<file path="config.mk">
export PLATFORM = sky130hd
export DESIGN_NAME = clock_timekeeper
export DESIGN_NICKNAME = d
export VERILOG_FILES = /design/src/rtl/clock_timekeeper.sv
export SDC_FILE = /design/constraint.sdc
export NUM_CORES = 1
export LEC_CHECK = 0
export CAP_MARGIN = 30
export CORE_ASPECT_RATIO = 0.5
export CORE_MARGIN = 2
export CORE_UTILIZATION = 59
export CTS_BUF_LIST = sky130_fd_sc_hd__clkbuf_4
export DETAILED_ROUTE_END_ITERATION = 10
export MAX_ROUTING_LAYER = met4
export PLACE_DENSITY = 0.82
export SYNTH_ARGS = -nofsm -noshare
export SYNTH_HDL_FRONTEND = slang
export SYNTH_SLANG_ARGS = --single-unit
</file>
<file path="constraint.sdc">
create_clock -name clock -period 2.4 [get_ports clock]
set_clock_uncertainty 0.1 [all_clocks]
set_input_delay 0.48 -clock clock [delete_from_list [all_inputs] [get_ports clock]]
set_output_delay 0.48 -clock clock [all_outputs]
set_load 0.01 [all_outputs]
</file>
<file path="src/rtl/clock_timekeeper.sv">
// Time-of-day core: h/m/s counting, three-button time setting and 7-segment scan/blink control.
// Optional build macro LEADING_ZERO_BLANK_EN blanks the tens digit of the high field below 10.
`timescale 1ns / 1ps

module clock_timekeeper #(
  parameter int unsigned TICK_DIV = 1000,
  parameter int unsigned SCAN_DIV = 16
) (
  input  logic        clock,
  input  logic        reset,
  input  logic        btn_mode,
  input  logic        btn_sel,
  input  logic        btn_inc,
  output logic [11:0] data_show,
  output logic [2:0]  byte_status,
  output logic [3:0]  segment_byte_control,
  output logic        sec_pulse,
  output logic        set_active
);

  localparam int unsigned PreW  = $clog2(TICK_DIV);
  localparam int unsigned ScanW = (SCAN_DIV > 1) ? $clog2(SCAN_DIV) : 1;
  localparam logic [PreW-1:0]  PreMax  = PreW'(TICK_DIV - 1);
  localparam logic [PreW-1:0]  PreHalf = PreW'(TICK_DIV / 2);
  localparam logic [ScanW-1:0] ScanMax = ScanW'(SCAN_DIV - 1);

  typedef enum logic [1:0] {StRun, StSetHour, StSetMin} state_e;

  state_e           state_q, state_d;
  logic             view_q, view_d;  // 0: HM, 1: MS
  logic [5:0]       hours_q, hours_d;
  logic [5:0]       minutes_q, minutes_d;
  logic [5:0]       seconds_q, seconds_d;
  logic [PreW-1:0]  presc_q, presc_d;
  logic [PreW-1:0]  blink_q, blink_d;
  logic [ScanW-1:0] scan_q, scan_d;
  logic [1:0]       digit_q, digit_d;
  logic             sec_pulse_q, sec_pulse_d;
  // Button bit order: [0] mode, [1] sel, [2] inc.
  logic [2:0]       s1_q, s1_d, s2_q, s2_d, s3_q, s3_d;

  logic [2:0] btn_edge;
  logic       mode_edge, sel_edge, inc_edge, tick, blink_off;

  always_comb begin
    s1_d = {btn_inc, btn_sel, btn_mode};
    s2_d = s1_q;
    s3_d = s2_q;
  end

  assign btn_edge  = s2_q & ~s3_q;
  assign mode_edge = btn_edge[0];
  assign sel_edge  = btn_edge[1];
  assign inc_edge  = btn_edge[2] & ~btn_edge[0];  // mode wins over a coincident inc
  assign tick      = (state_q == StRun) && (presc_q == PreMax);

  always_comb begin
    state_d     = state_q;
    view_d      = view_q;
    hours_d     = hours_q;
    minutes_d   = minutes_q;
    seconds_d   = seconds_q;
    presc_d     = presc_q;
    sec_pulse_d = 1'b0;

    if (state_q == StRun) begin
      presc_d = tick ? '0 : presc_q + 1'b1;
    end

    if (tick) begin
      sec_pulse_d = 1'b1;
      if (seconds_q == 6'd59) begin
        seconds_d = 6'd0;
        if (minutes_q == 6'd59) begin
          minutes_d = 6'd0;
          hours_d   = (hours_q == 6'd23) ? 6'd0 : hours_q + 6'd1;
        end else begin
          minutes_d = minutes_q + 6'd1;
        end
      end else begin
        seconds_d = seconds_q + 6'd1;
      end
    end

    unique case (state_q)
      StRun: begin
        if (mode_edge) begin
          state_d = StSetHour;
          presc_d = '0;
        end
      end
      StSetHour: begin
        if (mode_edge) begin
          state_d = StSetMin;
        end else if (inc_edge) begin
          hours_d = (hours_q == 6'd23) ? 6'd0 : hours_q + 6'd1;
        end
      end
      StSetMin: begin
        if (mode_edge) begin
          state_d   = StRun;
          seconds_d = 6'd0;
          presc_d   = '0;
        end else if (inc_edge) begin
          minutes_d = (minutes_q == 6'd59) ? 6'd0 : minutes_q + 6'd1;
        end
      end
      default: state_d = StRun;
    endcase

    if (sel_edge) begin
      view_d = ~view_q;
    end
  end

  // Blink phase restarts on every state change so each SET state opens visible.
  always_comb begin
    if (state_d != state_q) begin
      blink_d = '0;
    end else begin
      blink_d = (blink_q == PreMax) ? '0 : blink_q + 1'b1;
    end
    scan_d  = (scan_q == ScanMax) ? '0 : scan_q + 1'b1;
    digit_d = (scan_q == ScanMax) ? digit_q + 2'd1 : digit_q;
  end

  always_ff @(posedge clock or negedge reset) begin
    if (!reset) begin
      state_q     <= StRun;
      view_q      <= 1'b0;
      hours_q     <= 6'd0;
      minutes_q   <= 6'd0;
      seconds_q   <= 6'd0;
      presc_q     <= '0;
      blink_q     <= '0;
      scan_q      <= '0;
      digit_q     <= 2'd0;
      sec_pulse_q <= 1'b0;
      s1_q        <= 3'b000;
      s2_q        <= 3'b000;
      s3_q        <= 3'b000;
    end else begin
      state_q     <= state_d;
      view_q      <= view_d;
      hours_q     <= hours_d;
      minutes_q   <= minutes_d;
      seconds_q   <= seconds_d;
      presc_q     <= presc_d;
      blink_q     <= blink_d;
      scan_q      <= scan_d;
      digit_q     <= digit_d;
      sec_pulse_q <= sec_pulse_d;
      s1_q        <= s1_d;
      s2_q        <= s2_d;
      s3_q        <= s3_d;
    end
  end

  assign blink_off = (blink_q >= PreHalf);

  always_comb begin
    if ((state_q == StRun) && view_q) begin
      data_show = {minutes_q, seconds_q};
    end else begin
      data_show = {hours_q, minutes_q};
    end

    segment_byte_control = 4'b1111;
    if (blink_off && (state_q == StSetHour)) begin
      segment_byte_control[3:2] = 2'b00;
    end
    if (blink_off && (state_q == StSetMin)) begin
      segment_byte_control[1:0] = 2'b00;
    end
`ifdef LEADING_ZERO_BLANK_EN
    if (data_show[11:6] < 6'd10) begin
      segment_byte_control[3] = 1'b0;
    end
`endif
  end

  assign byte_status = {digit_q, 1'b0};
  assign sec_pulse   = sec_pulse_q;
  assign set_active  = (state_q != StRun);

endmodule
</file>
# [After elaboration in Yosys (flattened, before gate mapping)]
# Index checks and enable logic that the tools add are counted.
# W data, S select, Z words.
[word_totals] reg_bits=57 word_cells=74 inputBits=5 output_inout_bits=21
[op_classes] n_reduce_logical=7 eq_ne=9 bitwise=5 n_lt_le_gt_ge=1 muxes=32 addsub=7
[op_table] cell="$mux W6" n=17
[op_table] cell="$mux W10" n=6
[op_table] cell="$add A10 B1 Y10 const B" n=2
[op_table] cell="$eq A10 B10 Y1 const B" n=2
[op_table] cell="$add A6 B1 Y6 const B" n=3
[op_table] cell="$eq A6 B6 Y1 const B" n=2
[op_table] cell="$mux W12" n=1
[op_table] cell="$ge A10 B9 Y1 const B" n=1
[op_table] cell="$mux W2" n=5
[op_table] cell="$eq A6 B5 Y1 const B" n=1
[op_table] cell="$pmux W2 S3" n=1
[op_table] cell="$add A4 B1 Y4 const B" n=1
[op_table] cell="$eq A4 B4 Y1 const B" n=1
[op_table] cell="$logic_and A1 B1 Y1" n=4
[op_table] cell="$mux W4" n=1
[op_table] cell="$and A3 B3 Y3" n=1
[op_table] cell="$not A3 Y3" n=1
[op_table] cell="$add A2 B1 Y2 const B" n=1
[op_table] cell="$eq A2 B1 Y1 const B" n=1
[op_table] cell="$eq A2 B2 Y1 const B" n=1
[op_table] cell="$logic_not A2 Y1" n=1
[op_table] cell="$ne A2 B2 Y1" n=1
[op_table] cell="$not A1 Y1" n=2
[op_table] cell="$reduce_bool A2 Y1" n=1
[op_table] cell="3 further kinds" n=3

# [Longest topological paths before layout]
# Gate-level depths: netlist of run 1.
[logic_depth] depth_word=8 ltp_mapped=7 mapped_depth_nobuf=6

# [Worst setup path before layout of run 1]
# No wires, ideal clock.
[synth_timing] kind="reg2out" from="register state_q[0]" to="output port data_show[10]" path_slack_ns=0.262 stages_incl_launch_ff=6 t_arrival_ns=1.558 path_buffers=2 t_required_ns=1.820 path_cell_list="dfrtp_1 clkbuf_1 nor2_1 and2_1 buf_2 mux2_2"
[synth_via] elab_chain_cells=3
[synth_rtl] item="from (decl)" line_no="29" rtl="state_e state_q, state_d;"
[synth_rtl] item="from (signal assigned)" line_no="129" rtl="state_q <= StRun;"
[synth_rtl] item="from (signal assigned)" line_no="143" rtl="state_q <= state_d;"
[synth_rtl] item="$logic_not A2 Y1" line_no="162" rtl="if ((state_q == StRun) && view_q) begin"
[synth_rtl] item="$logic_and A1 B1 Y1" line_no="162"
[synth_rtl] item="$mux W12" line_no="162"
[synth_rtl] item="to (decl)" line_no="14" rtl="output logic [11:0] data_show,"
# Every way passes these cells.

# [Final worst setup path of run 1]
[layout_timing] from="register blink_q[6]" to="output port segment_byte_control[3]"
[layout_via] elab_chain_cells=3
[layout_rtl] item="from (decl)" line_no="35" rtl="logic [PreW-1:0] blink_q, blink_d;"
[layout_rtl] item="from (signal assigned)" line_no="149" rtl="blink_q <= blink_d;"
[layout_rtl] item="$ge A10 B9 Y1" line_no="159" rtl="assign blink_off = (blink_q >= PreHalf);"
[layout_rtl] item="$logic_and A1 B1 Y1" line_no="169" rtl="if (blink_off && (state_q == StSetHour)) begin"
[layout_rtl] item="$mux W2" line_no="169"
[layout_rtl] item="to (decl)" line_no="16" rtl="output logic [3:0] segment_byte_control,"
# Every way passes these cells.

==> report_table.html, run 1 <==
<table>
<tr><th>Metric</th><th>Value</th></tr>
<tr><th colspan="2">Outcome</th></tr>
<tr><td>Outcome</td><td>finished clean</td></tr>
<tr><th colspan="2">Logic synthesis</th></tr>
<tr><td>Most used DFF post-synth</td><td>dfrtp_1</td></tr>
<tr><td>Synth cell count leaders</td><td>57 x dfrtp_1, 33 x nor2_1, 22 x nand2_1</td></tr>
<tr><td>Top post-synthesis cells by area</td><td>dfrtp_1 52%, mux2_2 5.7%, xor2_1 5.1%, nor2_1 4.5%, xnor2_1 3.5%</td></tr>
<tr><td>Proportion of register bits with asynchronous set or reset after synthesis</td><td>1.00</td></tr>
<tr><td>Count of flip-flops with a built-in enable after synthesis</td><td>0</td></tr>
<tr><td>Distinct cell type count after synthesis</td><td>43</td></tr>
<tr><td>Mean Syn Cell Area</td><td>approximately 11 um^2</td></tr>
<tr><td>Share of the synthesized area in the top cell type</td><td>0.518</td></tr>
<tr><td>Yosys warnings</td><td>0</td></tr>
<tr><td>Flop and latch count out of synthesis</td><td>57</td></tr>
<tr><td>Biggest area consumer among synthesized cells</td><td>dfrtp_1</td></tr>
<tr><td>Leading cell type by number of instances after synthesis</td><td>dfrtp_1</td></tr>
<tr><td>Syn Nets</td><td>274</td></tr>
<tr><td>Post-synthesis cell area</td><td>between 0.002 and 0.003 mm^2</td></tr>
<tr><td>Share of the yosys chip area belonging to registers</td><td>0.518</td></tr>
<tr><td>Synth Instances</td><td>262</td></tr>
<tr><th colspan="2">Critical path</th></tr>
<tr><td>Data required time of the worst path</td><td>~1800 ps</td></tr>
<tr><td>Path depth of the worst reg2reg path</td><td>6</td></tr>
<tr><td>Setup Crit Path Kind</td><td>flip-flop to primary output</td></tr>
<tr><td>Category of the worst setup path capture point</td><td>primary output</td></tr>
<tr><td>CP arrival</td><td>~1700 ps</td></tr>
<tr><td>Startpoint type of the worst setup path</td><td>flip-flop</td></tr>
<tr><td>Maximum fanout count along the critical path</td><td>4</td></tr>
<tr><th colspan="2">Place</th></tr>
<tr><td>RD Place Congestion</td><td>between 0.8 and 0.9</td></tr>
<tr><td>Sum of net half-perimeters after detailed placement</td><td>3.58 mm</td></tr>
<tr><td>Post-placement worst setup slack</td><td>approximately 180 ps</td></tr>
<tr><td>PortBufs</td><td>24</td></tr>
<tr><th colspan="2">Routing</th></tr>
<tr><td>Via density</td><td>between 5 and 6</td></tr>
<tr><td>Number of nets with antenna violations after routing</td><td>0</td></tr>
<tr><td>Number of design-rule violations left by the first detailed-router iteration</td><td>91</td></tr>
<tr><td>Detailed-route via count</td><td>~2000</td></tr>
<tr><td>Drt pass-1 iters</td><td>5</td></tr>
<tr><td>Routed wirelength normalized by instance count</td><td>roughly 14 um</td></tr>
<tr><td>Wirelength, routed</td><td>5.14 mm</td></tr>
<tr><td>Drt drc</td><td>0</td></tr>
<tr><th colspan="2">STA</th></tr>
<tr><td>Setup repair after global routing missed its margin</td><td>false</td></tr>
<tr><td>Final Hold Vio Count</td><td>0</td></tr>
<tr><td>Actual transition at the worst max-transition pin</td><td>around 620 ps</td></tr>
<tr><td>Peak clock frequency supported by timing</td><td>roughly 0.44 GHz</td></tr>
<tr><td>Post-route clock period utilization</td><td>0.938</td></tr>
<tr><td>Minimum clock period after layout</td><td>about 2300 ps</td></tr>
<tr><td>Worst setup slack after layout</td><td>149 ps</td></tr>
<tr><td>Max Slew Vio Count</td><td>0</td></tr>
<tr><td>Relative slew margins</td><td>0.585</td></tr>
<tr><td>Aggregate negative setup slack</td><td>0 ps</td></tr>
<tr><td>Final setup fails</td><td>0</td></tr>
<tr><th colspan="2">Power</th></tr>
<tr><td>Total power density per cell area</td><td>866 mW/mm^2</td></tr>
<tr><td>Reported leakage power</td><td>roughly 1.5 nW</td></tr>
<tr><td>VDD IR-drop max</td><td>0.396 mV</td></tr>
<tr><th colspan="2">Hold path</th></tr>
<tr><td>Worst min-delay path class</td><td>flip-flop to flip-flop</td></tr>
<tr><td>Number of cells on the worst hold path</td><td>0</td></tr>
<tr><th colspan="2">Job</th></tr>
<tr><td>Count of maximum capacitance violations</td><td>0</td></tr>
<tr><th colspan="2">Finish</th></tr>
<tr><td>Share of layout cells above drive strength 1</td><td>0.179</td></tr>
<tr><td>Final nets</td><td>310</td></tr>
<tr><td>Area Growth Syn to Fin</td><td>16.0%</td></tr>
<tr><td>Diode insertion count for antenna repair</td><td>0</td></tr>
<tr><th colspan="2">Clocking</th></tr>
<tr><td>H-tree level count</td><td>3</td></tr>
<tr><td>CTS Sinks</td><td>between 50 and 60</td></tr>
<tr><td>Root buffer selected by CTS</td><td>clkbuf_4</td></tr>
<tr><td>TritonCTS clock tree</td><td>done</td></tr>
<tr><td>Clock edge transition at the registers on the reported setup and hold paths</td><td>roughly 100 ps</td></tr>
<tr><td>Clock latency on the worst-skew pair</td><td>400 ps</td></tr>
<tr><td>Maximum buffer depth of the clock tree</td><td>2</td></tr>
<tr><td>Number of buffers inserted during clock tree synthesis</td><td>9</td></tr>
<tr><th colspan="2">Floorplanning</th></tr>
<tr><td>Height of the chip</td><td>approximately 52 um</td></tr>
<tr><td>Number of placed I/O pins</td><td>26</td></tr>
<tr><td>Area of the placeable core</td><td>around 0.0044 mm^2</td></tr>
<tr><td>DIE AREA</td><td>around 0.0053 mm^2</td></tr>
<tr><td>Initial core utilization</td><td>0.619</td></tr>
<tr><td>Die extent in x</td><td>101 um</td></tr>
<tr><td>Number of core rows</td><td>17</td></tr>
<tr><th colspan="2">Global route</th></tr>
<tr><td>Number of antenna violations at the first check in global routing</td><td>0</td></tr>
<tr><td>First-pass GRT wire length</td><td>8.61 mm</td></tr>
<tr><td>Number of global-route vias before repair</td><td>1950</td></tr>
<tr><td>Total GRT Usage</td><td>0.228</td></tr>
<tr><td>Pin count of the biggest net entering global routing</td><td>32</td></tr>
<tr><td>Gr ovfl total</td><td>0</td></tr>
</table>
[layout by cell type, fill, tap and decap left out, types with 2 or more instances in the layout]
cell type | synthesis | final
dfrtp_1 | 57 | 57
nor2_1 | 33 | 32
nand2_1 | 22 | 22
xor2_1 | 16 | 16
mux2_2 | 14 | 14
clkbuf_2 | 0 | 12
nand3_1 | 11 | 11
xnor2_1 | 11 | 11
o21ai_0 | 10 | 10
clkbuf_4 | 0 | 10
nand4_1 | 9 | 9
nor3_1 | 8 | 8
nand2b_1 | 8 | 8
inv_1 | 7 | 7
ha_1 | 7 | 7
clkdlybuf4s50_1 | 0 | 7
buf_4 | 3 | 7
a21oi_1 | 4 | 4
and3_1 | 4 | 4
dlygate4sd2_1 | 0 | 4
nor4bb_1 | 3 | 3
o31ai_1 | 3 | 3
clkinv_1 | 0 | 3
nor2b_1 | 2 | 2
a21o_1 | 2 | 2
o21ai_1 | 2 | 2
or3_1 | 2 | 2
bufinv_16 | 0 | 2
buf_12 | 0 | 2
[critical path, cell delays in order, from the launching register on]
cell and delay, ps:
dfrtp_1 400, and3_1 210, o2111ai_1 130, nand2b_1 140, nand3b_1 100, dlygate4sd2_1 300
[metrics by stage]
step                 util  power (mW)  instances  cell area [um^2]  hold WS, ps
floorplan               -        1.71        262              2750         84.4
global placement    0.695        2.00        342              3090          232
detailed placement  0.695        2.05        342              3090          236
CTS                 0.729        2.79        359              3240          255
global route        0.718        2.92        359              3190          260
finish              0.718        2.76        359              3190          252
[path summary, 6_finish.rpt]
check	from	end	slack (ps)
setup reg to reg	seconds_q[0]	minutes_q[2]	320
hold / removal	s1_q[1]	s2_q[1]	250
setup / recovery	blink_q[6]	segment_byte_control[3]	150
min in group asynchronous	reset	blink_q[3]	520
max in group asynchronous	reset	hours_q[1]	1090
hold reg to reg	s1_q[1]	s2_q[1]	250
[where the power goes]
group	internal, mW	switching, mW	leakage, nW
Sequential	1.09	0.153	0.741
Clock	0.419	0.335	0.0790
Combinational	0.391	0.370	0.660
Total	1.90	0.859	1.48
[per-layer routing]
layer	share of wire	track usage	vias to the layer above
li1	-	-	981
met1	0.45	0.256	938
met2	0.49	0.379	48
met3	0.047	0.0827	9
met4	0.014	0.0936	0
met5	0	-	-
[sequential cells by signal, summed over array words and instances (netlist names), 3 cells and up]
| signal | count |
|---|---|
| hours_q | 6 |
| presc_q | 10 |
| seconds_q | 6 |
| minutes_q | 6 |
| blink_q | 10 |
| s2_q | 3 |
| s1_q | 3 |
| s3_q | 3 |
| scan_q | 4 |
[cells by family after synthesis]
family                   Yosys count  synth area share
buffers and inverters             16            0.0296
other                              1           0.00136
adder cells (fa/ha/maj)            7            0.0318
multiplexers                      15            0.0609
AO/OA/AOI/OAI                     28            0.0641
flip-flops                        57             0.518
XOR/XNOR                          27            0.0859
AND/OR/NAND/NOR                  111             0.208
[timing repair]
item | CTS | global route
hold buffers | 1 | 0
pin swaps | 1 | 1
resized for setup | 20 | 22
buffers inserted | 1 | 0
endpoints found under the hold margin | 17 | 0
gates cloned | 0 | 0
setup endpoints to repair | 16 | 12
[layout make-up]
cell class                 instances  area [um^2]
sequential                        57         1430
fill                             309         1250
multi-input combinational        189         1250
timing repair buffer              34          273
clock buffer                      10         75.1
clock inverter                     5         71.3
tap                               57         71.3
inverter                           7         26.3
Power figures use the tool's default switching activity.
==> run 2, diff against run 1 <==
--- a/config.mk
+++ b/config.mk
@@ -8,11 +8,11 @@
 export CAP_MARGIN = 30
 export CORE_ASPECT_RATIO = 0.5
 export CORE_MARGIN = 2
-export CORE_UTILIZATION = 59
+export CORE_UTILIZATION = 60
 export CTS_BUF_LIST = sky130_fd_sc_hd__clkbuf_4
 export DETAILED_ROUTE_END_ITERATION = 10
 export MAX_ROUTING_LAYER = met4
-export PLACE_DENSITY = 0.82
+export PLACE_DENSITY = 0.83
 export SYNTH_ARGS = -nofsm -noshare
 export SYNTH_HDL_FRONTEND = slang
 export SYNTH_SLANG_ARGS = --single-unit
==> constraint.sdc (replaced) <==
create_clock -name clock -period 2.9 [get_ports clock]
set_clock_uncertainty 0.1 [all_clocks]
set_input_delay 0.58 -clock clock [delete_from_list [all_inputs] [get_ports clock]]
set_output_delay 0.58 -clock clock [all_outputs]
set_load 0.01 [all_outputs]
==> run 2 against run 1 <==
Against the previous run:
- wire length grew 1.3%
- cell area is essentially flat
- largest power group unchanged
- critical path depth shrank 1
- combinational power shrank 18%
- flip-flop and latch count is the same
- sequential power shrank 16%
- total power shrank 20%
- global-route usage grew 0.28 points
- die area shrank 1.6%
- critical endpoint is now data_show[2]
==> report_table.html, run 2 (synthesis results as in run 1) <==
<table>
<tr><th>Metric</th><th>Value</th></tr>
<tr><th colspan="2">Global route</th></tr>
<tr><td>Number of antenna violations at the first check in global routing</td><td>0</td></tr>
<tr><td>Pin count of the biggest net entering global routing</td><td>23</td></tr>
<tr><td>Met3 track utilization from global routing</td><td>0.0806</td></tr>
<tr><td>Global route hottest layer</td><td>met2</td></tr>
<tr><td>First-pass GRT wire length</td><td>about 8.6 mm</td></tr>
<tr><td>Met1 capacity usage during global routing</td><td>0.276</td></tr>
<tr><td>Number of global-route vias before repair</td><td>1885</td></tr>
<tr><td>Gr ovfl total</td><td>0</td></tr>
<tr><td>Total GRT Usage</td><td>0.231</td></tr>
<tr><td>Met2 demand-to-capacity share in global routing</td><td>0.374</td></tr>
<tr><th colspan="2">Critical path</th></tr>
<tr><td>CP arrival</td><td>2130 ps</td></tr>
<tr><td>Buffers plus inverters on the worst setup path</td><td>1</td></tr>
<tr><td>Crit-path max cell delay</td><td>490 ps</td></tr>
<tr><td>Setup Crit Path Kind</td><td>flip-flop to primary output</td></tr>
<tr><td>Category of the worst setup path capture point</td><td>primary output</td></tr>
<tr><td>Data required time of the worst path</td><td>approximately 2200 ps</td></tr>
<tr><td>Cell at the slowest stage of the critical path</td><td>dfrtp_2</td></tr>
<tr><td>Critical-path cell list</td><td>nor2_2, and2_4, mux2_2, clkdlybuf4s50_1</td></tr>
<tr><td>Delay-heaviest family, CP</td><td>flip-flops</td></tr>
<tr><td>Startpoint type of the worst setup path</td><td>flip-flop</td></tr>
<tr><td>Maximum fanout count along the critical path</td><td>11</td></tr>
<tr><th colspan="2">Finish</th></tr>
<tr><td>Cell area after layout</td><td>between 0.003 and 0.004 mm^2</td></tr>
<tr><td>Area Growth Syn to Fin</td><td>16.1%</td></tr>
<tr><td>Top library cells by usage in the layout, fill and taps aside</td><td>56 x dfrtp_1, 32 x nor2_1, 23 x clkdlybuf4s50_1</td></tr>
<tr><td>Final nets</td><td>307</td></tr>
<tr><td>Share of layout cells above drive strength 1</td><td>0.143</td></tr>
<tr><td>Diode insertion count for antenna repair</td><td>0</td></tr>
<tr><td>Most common cell after layout, fill and taps aside</td><td>dfrtp_1</td></tr>
<tr><td>Registers with the highest flip-flop counts</td><td>blink_q x10, presc_q x10</td></tr>
<tr><th colspan="2">Power</th></tr>
<tr><td>VDD IR-drop max</td><td>around 0.28 mV</td></tr>
<tr><td>Total power draw</td><td>approximately 2.2 mW</td></tr>
<tr><td>Reported leakage power</td><td>between 1 and 1.5 nW</td></tr>
<tr><td>Total power density per cell area</td><td>slightly below 700 mW/mm^2</td></tr>
<tr><th colspan="2">STA</th></tr>
<tr><td>Max Slew Vio Count</td><td>0</td></tr>
<tr><td>Aggregate negative setup slack</td><td>0 ps</td></tr>
<tr><td>Actual transition at the worst max-transition pin</td><td>a little under 600 ps</td></tr>
<tr><td>Minimum clock period after layout</td><td>2810 ps</td></tr>
<tr><td>Final Hold Vio Count</td><td>0</td></tr>
<tr><td>Post-route clock period utilization</td><td>0.968</td></tr>
<tr><td>Setup repair after global routing missed its margin</td><td>false</td></tr>
<tr><td>Relative slew margins</td><td>0.613</td></tr>
<tr><td>Peak clock frequency supported by timing</td><td>between 0.3 and 0.4 GHz</td></tr>
<tr><td>Final setup fails</td><td>0</td></tr>
<tr><th colspan="2">Clocking</th></tr>
<tr><td>Root buffer selected by CTS</td><td>clkbuf_4</td></tr>
<tr><td>Maximum buffer depth of the clock tree</td><td>2</td></tr>
<tr><td>Clock edge transition at the registers on the reported setup and hold paths</td><td>~100 ps</td></tr>
<tr><td>Number of buffers inserted during clock tree synthesis</td><td>9</td></tr>
<tr><td>CTS Sinks</td><td>57</td></tr>
<tr><td>TritonCTS clock tree</td><td>done</td></tr>
<tr><td>Clock latency on the worst-skew pair</td><td>between 400 and 500 ps</td></tr>
<tr><td>H-tree level count</td><td>3</td></tr>
<tr><th colspan="2">Place</th></tr>
<tr><td>PortBufs</td><td>24</td></tr>
<tr><td>RD Place Congestion</td><td>about 0.85</td></tr>
<tr><td>Placed instance area</td><td>~0.0030 mm^2</td></tr>
<tr><td>Sum of net half-perimeters after detailed placement</td><td>3.60 mm</td></tr>
<tr><th colspan="2">Routing</th></tr>
<tr><td>Detailed-route via count</td><td>roughly 2000</td></tr>
<tr><td>Drt pass-1 iters</td><td>4</td></tr>
<tr><td>Via density</td><td>approximately 5.6</td></tr>
<tr><td>Number of design-rule violations left by the first detailed-router iteration</td><td>149</td></tr>
<tr><td>Wirelength, routed</td><td>between 5 and 6 mm</td></tr>
<tr><td>Drt drc</td><td>0</td></tr>
<tr><td>Routed wirelength normalized by instance count</td><td>approximately 15 um</td></tr>
<tr><td>Number of nets with antenna violations after routing</td><td>0</td></tr>
<tr><th colspan="2">Hold path</th></tr>
<tr><td>Worst min-delay path class</td><td>flip-flop to flip-flop</td></tr>
<tr><th colspan="2">Floorplanning</th></tr>
<tr><td>Initial core utilization</td><td>0.625</td></tr>
<tr><td>Number of core rows</td><td>17</td></tr>
<tr><td>Height of the chip</td><td>51.9 um</td></tr>
<tr><td>Area of the placeable core</td><td>0.00440 mm^2</td></tr>
<tr><td>Die extent in x</td><td>99.8 um</td></tr>
<tr><td>DIE AREA</td><td>about 0.0052 mm^2</td></tr>
<tr><td>Number of placed I/O pins</td><td>26</td></tr>
<tr><th colspan="2">Job</th></tr>
<tr><td>Count of maximum capacitance violations</td><td>0</td></tr>
<tr><th colspan="2">Outcome</th></tr>
<tr><td>Outcome</td><td>finished clean</td></tr>
</table>
-- run 2: final timing paths --
kind | from | to | slack [ps] | cells past startpoint
worst max-delay path | state_q[1] | data_show[2] | 90 | 4
worst min-delay path | s1_q[0] | s2_q[0] | 260 | 0
worst max register to register | state_q[0] | seconds_q[3] | 780 | 6
worst min register to register | s1_q[0] | s2_q[0] | 260 | 0
max in group asynchronous | reset | minutes_q[5] | 1580 | 3
min in group asynchronous | reset | blink_q[6] | 510 | 2
-- run 2: worst reg2reg max path, stage by stage (launching register included) --
cell and delay [ps]:
dfrtp_1 400, buf_4 180, nand4bb_1 280, nor3_1 550
nand2_1 100, o21ai_1 250, nor2_1 120
-- run 2: routing by layer --
layer / part of all wire / vias up
li1: - / 970
met1: 0.46 / 992
met2: 0.49 / 49
met3: 0.040 / 6
met4: 0.011 / 0
met5: 0 / -
-- run 2: what timing repair did --
item / 4_1_cts / 5_1_grt
hold endpoints to repair: 14 / 0
pin swaps: 0 / 1
setup buffers: 0 / 0
hold buffers: 1 / 0
gates cloned: 0 / 1
endpoints found under the setup margin: 12 / 12
gates resized for setup: 2 / 3
-- run 2: through the flow --
stage                util  hold WS (ps)  setup WS (ps)  std cells
floorplan               -           184            662        262
global placement    0.691           233            304        339
detailed placement  0.691           239            208        339
CTS                 0.723           263           11.0        356
global route        0.725           264           2.64        357
finish              0.725           258           92.3        357
-- run 2: report_power, final --
part           switching [mW]  internal, mW
registers               0.142         0.906
clock network           0.294         0.254
logic                   0.295         0.330
total                   0.731          1.49
-- run 2: cell type report --
| class | instances | area, um^2 |
|---|---|---|
| multi-input cells | 190 | 1260 |
| well taps | 57 | 71.3 |
| repair buffers | 30 | 283 |
| clock buffers | 9 | 67.6 |
| clock inverters | 7 | 61.3 |
| flip-flops and latches | 57 | 1430 |
| inverters | 7 | 26.3 |
| fillers | 294 | 1210 |
